## src/rtl/maze_pkg.sv

```systemverilog
// Shared constants and types for the maze walker and the renderer.
package maze_pkg;

    localparam int CELL_W  = 32;
    localparam int CELL_H  = 30;
    localparam int COLS    = 20;
    localparam int ROWS    = 16;
    localparam int DEATH_W = 8;

    localparam int COL_W = 5;
    localparam int ROW_W = 4;
    localparam int PX_W  = 10;
    localparam int PY_W  = 9;

    typedef enum logic [2:0] {
        RES_MOVED    = 3'd0,
        RES_BLOCKED  = 3'd1,
        RES_LAVA     = 3'd2,
        RES_TELEPORT = 3'd3,
        RES_WIN      = 3'd4,
        RES_OFFGRID  = 3'd5
    } result_e;

    typedef enum logic [1:0] {
        ST_IDLE  = 2'd0,
        ST_PROBE = 2'd1,
        ST_EVAL  = 2'd2
    } state_e;

    typedef enum logic [2:0] {
        TP_PINK   = 3'd0,
        TP_GREEN  = 3'd1,
        TP_CYAN   = 3'd2,
        TP_PURPLE = 3'd3,
        TP_GREY   = 3'd4
    } tp_colour_e;

    typedef struct packed {
        logic [COL_W-1:0] col;
        logic [ROW_W-1:0] row;
    } cell_t;

    typedef struct packed {
        logic wall;
        logic lava;
        logic finish;
        logic start;
        logic pink;
        logic green;
        logic cyan;
        logic purple;
        logic grey;
    } map_flags_t;

    localparam cell_t START_CELL  = '{col: 5'd0,  row: 4'd0};
    localparam cell_t FINISH_CELL = '{col: 5'd17, row: 4'd13};

    // Each teleport colour joins exactly two cells; stepping onto one end
    // lands the player on the other end.
    function automatic cell_t tp_partner(input tp_colour_e colour, input cell_t cand);
        cell_t end_a;
        cell_t end_b;
        case (colour)
            TP_PINK: begin
                end_a = '{col: 5'd7,  row: 4'd5};
                end_b = '{col: 5'd13, row: 4'd1};
            end
            TP_GREEN: begin
                end_a = '{col: 5'd13, row: 4'd3};
                end_b = '{col: 5'd1,  row: 4'd8};
            end
            TP_CYAN: begin
                end_a = '{col: 5'd0,  row: 4'd15};
                end_b = '{col: 5'd8,  row: 4'd8};
            end
            TP_PURPLE: begin
                end_a = '{col: 5'd9,  row: 4'd8};
                end_b = '{col: 5'd11, row: 4'd14};
            end
            TP_GREY: begin
                end_a = '{col: 5'd17, row: 4'd12};
                end_b = '{col: 5'd17, row: 4'd14};
            end
            default: begin
                end_a = START_CELL;
                end_b = START_CELL;
            end
        endcase
        return (cand == end_a) ? end_b : end_a;
    endfunction

endpackage

```

## src/rtl/cell_to_pixel.sv

```systemverilog
// Grid cell to centre pixel. CELL_W = 32 is a plain shift; CELL_H = 30 is
// built as row*32 - row*2 so no multiplier is inferred.
module cell_to_pixel
    import maze_pkg::*;
(
    input  logic [COL_W-1:0] col,
    input  logic [ROW_W-1:0] row,
    output logic [PX_W-1:0]  px,
    output logic [PY_W-1:0]  py
);

    assign px = {col, 5'd0} + PX_W'(CELL_W / 2);
    assign py = {row, 5'd0} - {4'd0, row, 1'b0} + PY_W'(CELL_H / 2);

endmodule

```

## src/rtl/maze_walker.sv

```systemverilog
// Player position owner: turns direction requests into map probes and
// resolves each probe into a move outcome.
//
// state    | meaning
// ---------+-----------------------------------------------------------
// ST_IDLE  | waiting for a request; probe shows the player's own cell
// ST_PROBE | candidate probe on the map bus; flags captured at cycle end
// ST_EVAL  | resolve captured flags, update position, pulse move_done
module maze_walker
    import maze_pkg::*;
#(
    parameter int DEATH_W = maze_pkg::DEATH_W
) (
    input  logic               clk,
    input  logic               reset_n,
    input  logic [3:0]         move_req,
    input  logic               restart,
    input  logic               walls,
    input  logic               lava_pits,
    input  logic               teleport_pink,
    input  logic               teleport_green,
    input  logic               teleport_cyan,
    input  logic               teleport_purple,
    input  logic               teleport_grey,
    input  logic               start_line,
    input  logic               finish_line,
    output logic [PX_W-1:0]    probe_x,
    output logic [PY_W-1:0]    probe_y,
    output logic [COL_W-1:0]   player_col,
    output logic [ROW_W-1:0]   player_row,
    output logic               busy,
    output logic               move_done,
    output result_e            result,
    output logic               won,
    output logic [DEATH_W-1:0] deaths
);

    state_e             state_q, state_d;
    cell_t              pos_q, pos_d;
    cell_t              cand_q, cand_d;
    map_flags_t         flags_q, flags_d;
    logic [PX_W-1:0]    probe_x_q, probe_x_d;
    logic [PY_W-1:0]    probe_y_q, probe_y_d;
    logic               move_done_q, move_done_d;
    result_e            result_q, result_d;
    logic               won_q, won_d;
    logic [DEATH_W-1:0] deaths_q, deaths_d;

    cell_t              req_cell;
    logic               req_off;
    tp_colour_e         tp_sel;
    cell_t              tp_dst;
    cell_t              pix_cell;
    logic [PX_W-1:0]    pix_x;
    logic [PY_W-1:0]    pix_y;
    map_flags_t         flags_in;

    // The start line needs no action here; it is captured only so all map
    // flags travel together.
    logic               start_flag_unused;
    assign start_flag_unused = flags_q.start;

    assign flags_in = '{wall: walls, lava: lava_pits, finish: finish_line,
                        start: start_line, pink: teleport_pink,
                        green: teleport_green, cyan: teleport_cyan,
                        purple: teleport_purple, grey: teleport_grey};

    // Candidate cell for the highest-priority requested direction.
    always_comb begin
        req_cell = pos_q;
        req_off  = 1'b0;
        if (move_req[3]) begin
            req_off      = (pos_q.row == '0);
            req_cell.row = pos_q.row - 4'd1;
        end else if (move_req[2]) begin
            req_off      = (pos_q.row == ROW_W'(ROWS - 1));
            req_cell.row = pos_q.row + 4'd1;
        end else if (move_req[1]) begin
            req_off      = (pos_q.col == '0);
            req_cell.col = pos_q.col - 5'd1;
        end else begin
            req_off      = (pos_q.col == COL_W'(COLS - 1));
            req_cell.col = pos_q.col + 5'd1;
        end
    end

    // Teleport colour choice when more than one flag is up, and its landing cell.
    always_comb begin
        tp_sel = TP_PINK;
        if (flags_q.pink)        tp_sel = TP_PINK;
        else if (flags_q.green)  tp_sel = TP_GREEN;
        else if (flags_q.cyan)   tp_sel = TP_CYAN;
        else if (flags_q.purple) tp_sel = TP_PURPLE;
        else if (flags_q.grey)   tp_sel = TP_GREY;
        tp_dst = tp_partner(tp_sel, cand_q);
    end

    // Next-state, position and result resolution.
    always_comb begin
        state_d     = state_q;
        pos_d       = pos_q;
        cand_d      = cand_q;
        flags_d     = flags_q;
        move_done_d = 1'b0;
        result_d    = result_q;
        won_d       = won_q;
        deaths_d    = deaths_q;
        pix_cell    = pos_q;

        if (restart) begin
            state_d  = ST_IDLE;
            pos_d    = START_CELL;
            won_d    = 1'b0;
            pix_cell = START_CELL;
        end else begin
            case (state_q)
                ST_IDLE: begin
                    if ((move_req != 4'd0) && !won_q) begin
                        if (req_off) begin
                            move_done_d = 1'b1;
                            result_d    = RES_OFFGRID;
                        end else begin
                            cand_d   = req_cell;
                            pix_cell = req_cell;
                            state_d  = ST_PROBE;
                        end
                    end
                end
                ST_PROBE: begin
                    flags_d  = flags_in;
                    pix_cell = cand_q;
                    state_d  = ST_EVAL;
                end
                ST_EVAL: begin
                    if (flags_q.wall) begin
                        result_d = RES_BLOCKED;
                    end else if (flags_q.lava) begin
                        pos_d    = START_CELL;
                        deaths_d = (deaths_q == '1) ? deaths_q : deaths_q + DEATH_W'(1);
                        result_d = RES_LAVA;
                    end else if (flags_q.finish) begin
                        pos_d    = cand_q;
                        won_d    = 1'b1;
                        result_d = RES_WIN;
                    end else if (flags_q.pink || flags_q.green || flags_q.cyan ||
                                 flags_q.purple || flags_q.grey) begin
                        pos_d    = tp_dst;
                        result_d = RES_TELEPORT;
                    end else begin
                        pos_d    = cand_q;
                        result_d = RES_MOVED;
                    end
                    move_done_d = 1'b1;
                    pix_cell    = pos_d;
                    state_d     = ST_IDLE;
                end
                default: begin
                    state_d = ST_IDLE;
                end
            endcase
        end

        probe_x_d = pix_x;
        probe_y_d = pix_y;
    end

    cell_to_pixel u_cell_to_pixel (
        .col (pix_cell.col),
        .row (pix_cell.row),
        .px  (pix_x),
        .py  (pix_y)
    );

    // State and output registers; reset probe is the centre of the start cell.
    always_ff @(posedge clk or negedge reset_n) begin
        if (!reset_n) begin
            state_q     <= ST_IDLE;
            pos_q       <= START_CELL;
            cand_q      <= START_CELL;
            flags_q     <= '0;
            probe_x_q   <= PX_W'(CELL_W / 2);
            probe_y_q   <= PY_W'(CELL_H / 2);
            move_done_q <= 1'b0;
            result_q    <= RES_MOVED;
            won_q       <= 1'b0;
            deaths_q    <= '0;
        end else begin
            state_q     <= state_d;
            pos_q       <= pos_d;
            cand_q      <= cand_d;
            flags_q     <= flags_d;
            probe_x_q   <= probe_x_d;
            probe_y_q   <= probe_y_d;
            move_done_q <= move_done_d;
            result_q    <= result_d;
            won_q       <= won_d;
            deaths_q    <= deaths_d;
        end
    end

    assign probe_x    = probe_x_q;
    assign probe_y    = probe_y_q;
    assign player_col = pos_q.col;
    assign player_row = pos_q.row;
    assign busy       = (state_q != ST_IDLE);
    assign move_done  = move_done_q;
    assign result     = result_q;
    assign won        = won_q;
    assign deaths     = deaths_q;

endmodule

```

## config.mk

```make
export PLATFORM = sky130hd
export DESIGN_NAME = maze_walker
export DESIGN_NICKNAME = d
export VERILOG_FILES = /design/src/rtl/maze_pkg.sv /design/src/rtl/cell_to_pixel.sv /design/src/rtl/maze_walker.sv
export SDC_FILE = /design/constraint.sdc
export NUM_CORES = 1
export LEC_CHECK = 0
export ABC_AREA = 1
export BUFFER_PORTS_ARGS = -buffer_cell sky130_fd_sc_hd__buf_2
export CORE_ASPECT_RATIO = 0.6
export CORE_MARGIN = 4
export CORE_UTILIZATION = 53
export DETAILED_ROUTE_END_ITERATION = 10
export PLACE_DENSITY = 0.78
export SYNTH_ARGS = -nofsm -noshare
export SYNTH_HDL_FRONTEND = slang
export SYNTH_SLANG_ARGS = --single-unit
```

## constraint.sdc

```tcl
create_clock -name clk -period 2.55 [get_ports clk]
set_input_delay 0.255 -clock clk [delete_from_list [all_inputs] [get_ports clk]]
set_output_delay 0.255 -clock clk [all_outputs]
set_load 0.01 [all_outputs]
```

==> results.md <==
- CTS Buf Count: 5
- Endpoints failing setup: 0
- Die X: 111 um
- Synthesized instance count: ~430
- Number of synthesized register bits: 54
- Nets: 526
- Setup Total Neg Slack: 0 ns
- Final ANT Viol Nets: 0
- Number of flops mapped to enable cells by yosys: 0
- Non-Filler Instances: around 600
- RD Place Congestion: 0.919
- Hold Worst Slack: 0.0930 ns
- Longest Clk Path Bufs: 2
- Fin. Hold Viols: 0
- Fin crit period: 2.39 ns
- Initial DRC Count: approximately 340
- F_max: 418 MHz
- Area grow syn2layout: 19.2%
- Fin. max-slew vios: 0
- Avg WL per Cell: ~14 um
- Initial antenna violation count: 0
- Pwr per Cell Area: a little under 1000 mW/mm2
- Worst EP arrival: around 2.6 ns
- Row cnt: 22
- Hold/Removal Path Class: primary input to asynchronous set/reset pin
- Max VDD drop: 0.475 mV
- Post-route cell area: 0.00399 mm2
- First-pass DRT Iterations: 5
- Total grt overflow: 0
- Capturing element type of the critical path: flip-flop
- Crit path max-delay family: simple AND/OR/NAND/NOR gates
- CP max FO: 7
- Area after DPL: roughly 0.0037 mm2
- # IOs: 58
- Setup Skew: 0.0103 ns
- Tightest Pin Transition: about 1 ns
- Worst endpoint required time: 2.75 ns
- Post-CTS Hold Fix Bufs: 0
- Via density: 5.41
- Fraction of layout cells with a size suffix above 1: ~25%
- Bufs and invs on worst path: 0
- Worst stage delay on the critical path: between 0.4 and 0.5 ns
- CTS root buffer: clkbuf_8
- Placed cell count: 569
- Async SR Flop Fraction: 100%
- CORE AREA: slightly above 0.006 mm2
- DPL Wire Length: roughly 6300 um
- Critical-path top delay cell: dfrtp_1
- DR DRC count: 0
- Ys Warns: 0
- Critical path type: flip-flop to flip-flop
- CTS tree: yes
- Sink Count: 54
- Initial Utilization: 54.7%
- Status: completed
- Critical path's most frequent cell: nand2_1
- Routed via count: 3176
- CP Launch Type: flip-flop
- PortBufs: 50
- CP cell instances: nor2_4, nand3_4, nand3_1, nand3_1, nor2_4, nand3_4, nor2_2, o21bai_1, nand2_1, nand2_1, nand2_1, ha_4, nand3_2, nand2_1, nand2_1
- Seq/Total Area, Yosys: between 40% and 50%
- Largest net degree at the start of global routing: 47
- GRT Overall Usage: 21.7%
- Clock Latency Late Sink: 0.31 ns
- Number of antenna diodes: 0
- Synth Area per Inst: ~7.7 um2
- Vias in the first global route: 2845
- Top FF cell, synth: dfrtp_1
- Synthesized cell area: 0.00334 mm2
- CTS clk-pin slew, worst paths: 0.10 ns
- H-tree depth: 2
- Die H: just under 70 um
- Final period utilization: 93.9%
- Synth cell types: 40
- Slew HR: 32.8%
- Max cap viols: 0
- Leakage: 2.03 nW
- Drt total wl: 8380 um
- Die area: 0.00768 mm2
- First-pass GRT wire length: 13800 um
-- registers in the layout, summed over array words and instances (netlist names) --
| name | cells |
|---|---|
| cand_q | 9 |
| won | 1 |
| flags_q | 8 |
| deaths | 8 |
| result | 3 |
| state_q | 2 |
| player_col | 5 |
| player_row | 4 |
| probe_y | 8 |
| move_done | 1 |
| probe_x | 5 |
-- cells in the final DEF (no fill, tap or decap), types with 6 or more instances in the layout --
cell,n
nand2_1,97
nand4_1,8
o21ai_1,6
nor2_1,23
dfrtp_1,47
o21ai_0,39
xor2_1,11
ha_1,6
nand3_1,19
nand2_2,6
conb_1,6
o211ai_1,9
buf_2,51
a21oi_1,36
inv_1,50
buf_4,21
nand3_2,6
-- per-stage QoR --
| stage | power [W] | utilization (%) | worst slack (ns) |
|---|---|---|---|
| 2_1_floorplan | 0.00253 | - | 0.288 |
| 3_3_place_gp | 0.00302 | 61.1 | 0.220 |
| 3_5_place_dp | 0.00307 | 61.1 | 0.130 |
| 4_1_cts | 0.00366 | 62.9 | 0.0848 |
| 5_1_grt | 0.00413 | 65.2 | -0.0162 |
| 6_report | 0.00384 | 65.2 | 0.156 |
-- cell usage after synthesis, drive strengths merged, types with 8 or more instances --
master  number  share of area, %
nand2      103                12
inv         54               6.1
dfrtp       51                38
o21ai       46               6.9
a21oi       37               5.9
nor2        32               4.8
nand3       27               5.2
xor2        13               3.6
buf          9               1.8
o211ai       9               2.0
nand4        8               1.5
-- final cells by class --
| type | count | area, um2 |
|---|---|---|
| sequential | 54 | 1360 |
| fill | 555 | 2130 |
| clock buffer | 5 | 68.8 |
| clock inverter | 3 | 43.8 |
| timing repair buffer | 74 | 435 |
| tap | 84 | 105 |
| inverter | 56 | 213 |
| multi-input combinational | 311 | 1760 |
-- repair_timing --
item                                    in CTS  in global routing
endpoints found under the setup margin       0                  4
buffers inserted                             0                  9
gates resized for setup                      0                 21
-- path summary, 6_finish.rpt --
check                                     start  slack (ns)            end  cells after the start
worst max-delay path                 flags_q[4]        0.16     probe_y[8]                     15
worst min-delay path                    reset_n        0.09      result[0]                      1
worst max register to register       flags_q[4]        0.16     probe_y[8]                     15
worst min register to register        result[1]        0.49      result[1]                      2
max in group asynchronous               reset_n        1.74  player_row[1]                      1
min in group clk                teleport_purple        0.14     flags_q[1]                      3
-- layer usage --
layer | GRT usage (%) | share of wire, % | up-vias
li1 | - | - | 1550
met1 | 33.3 | 47 | 1474
met2 | 31.4 | 43 | 141
met3 | 5.23 | 9.4 | 11
met4 | 3.55 | 0.70 | 0
met5 | 0 | 0 | -
-- power by group --
group / internal, W / total (W) / switching, W / leakage [nW]
clock: 0.000295 / 0.000582 / 0.000287 / 0.0585
sequential: 0.00110 / 0.00132 / 0.000221 / 0.698
combinational: 0.000718 / 0.00194 / 0.00122 / 1.27
-- cell families (layout without fill, tap and decap cells) --
logic type | after synthesis | count (layout) | share of synthesized area (%)
AO/OA/AOI/OAI | 104 | 104 | 17.7
XOR/XNOR | 18 | 18 | 4.94
adder cells (fa/ha/maj) | 8 | 8 | 3.22
buffers and inverters | 72 | 138 | 8.87
flip-flops | 54 | 54 | 40.5
multiplexers | 2 | 2 | 0.636
other | 2 | 6 | 0.225
AND/OR/NAND/NOR | 173 | 173 | 23.8
(Power assumes the default switching activity.)
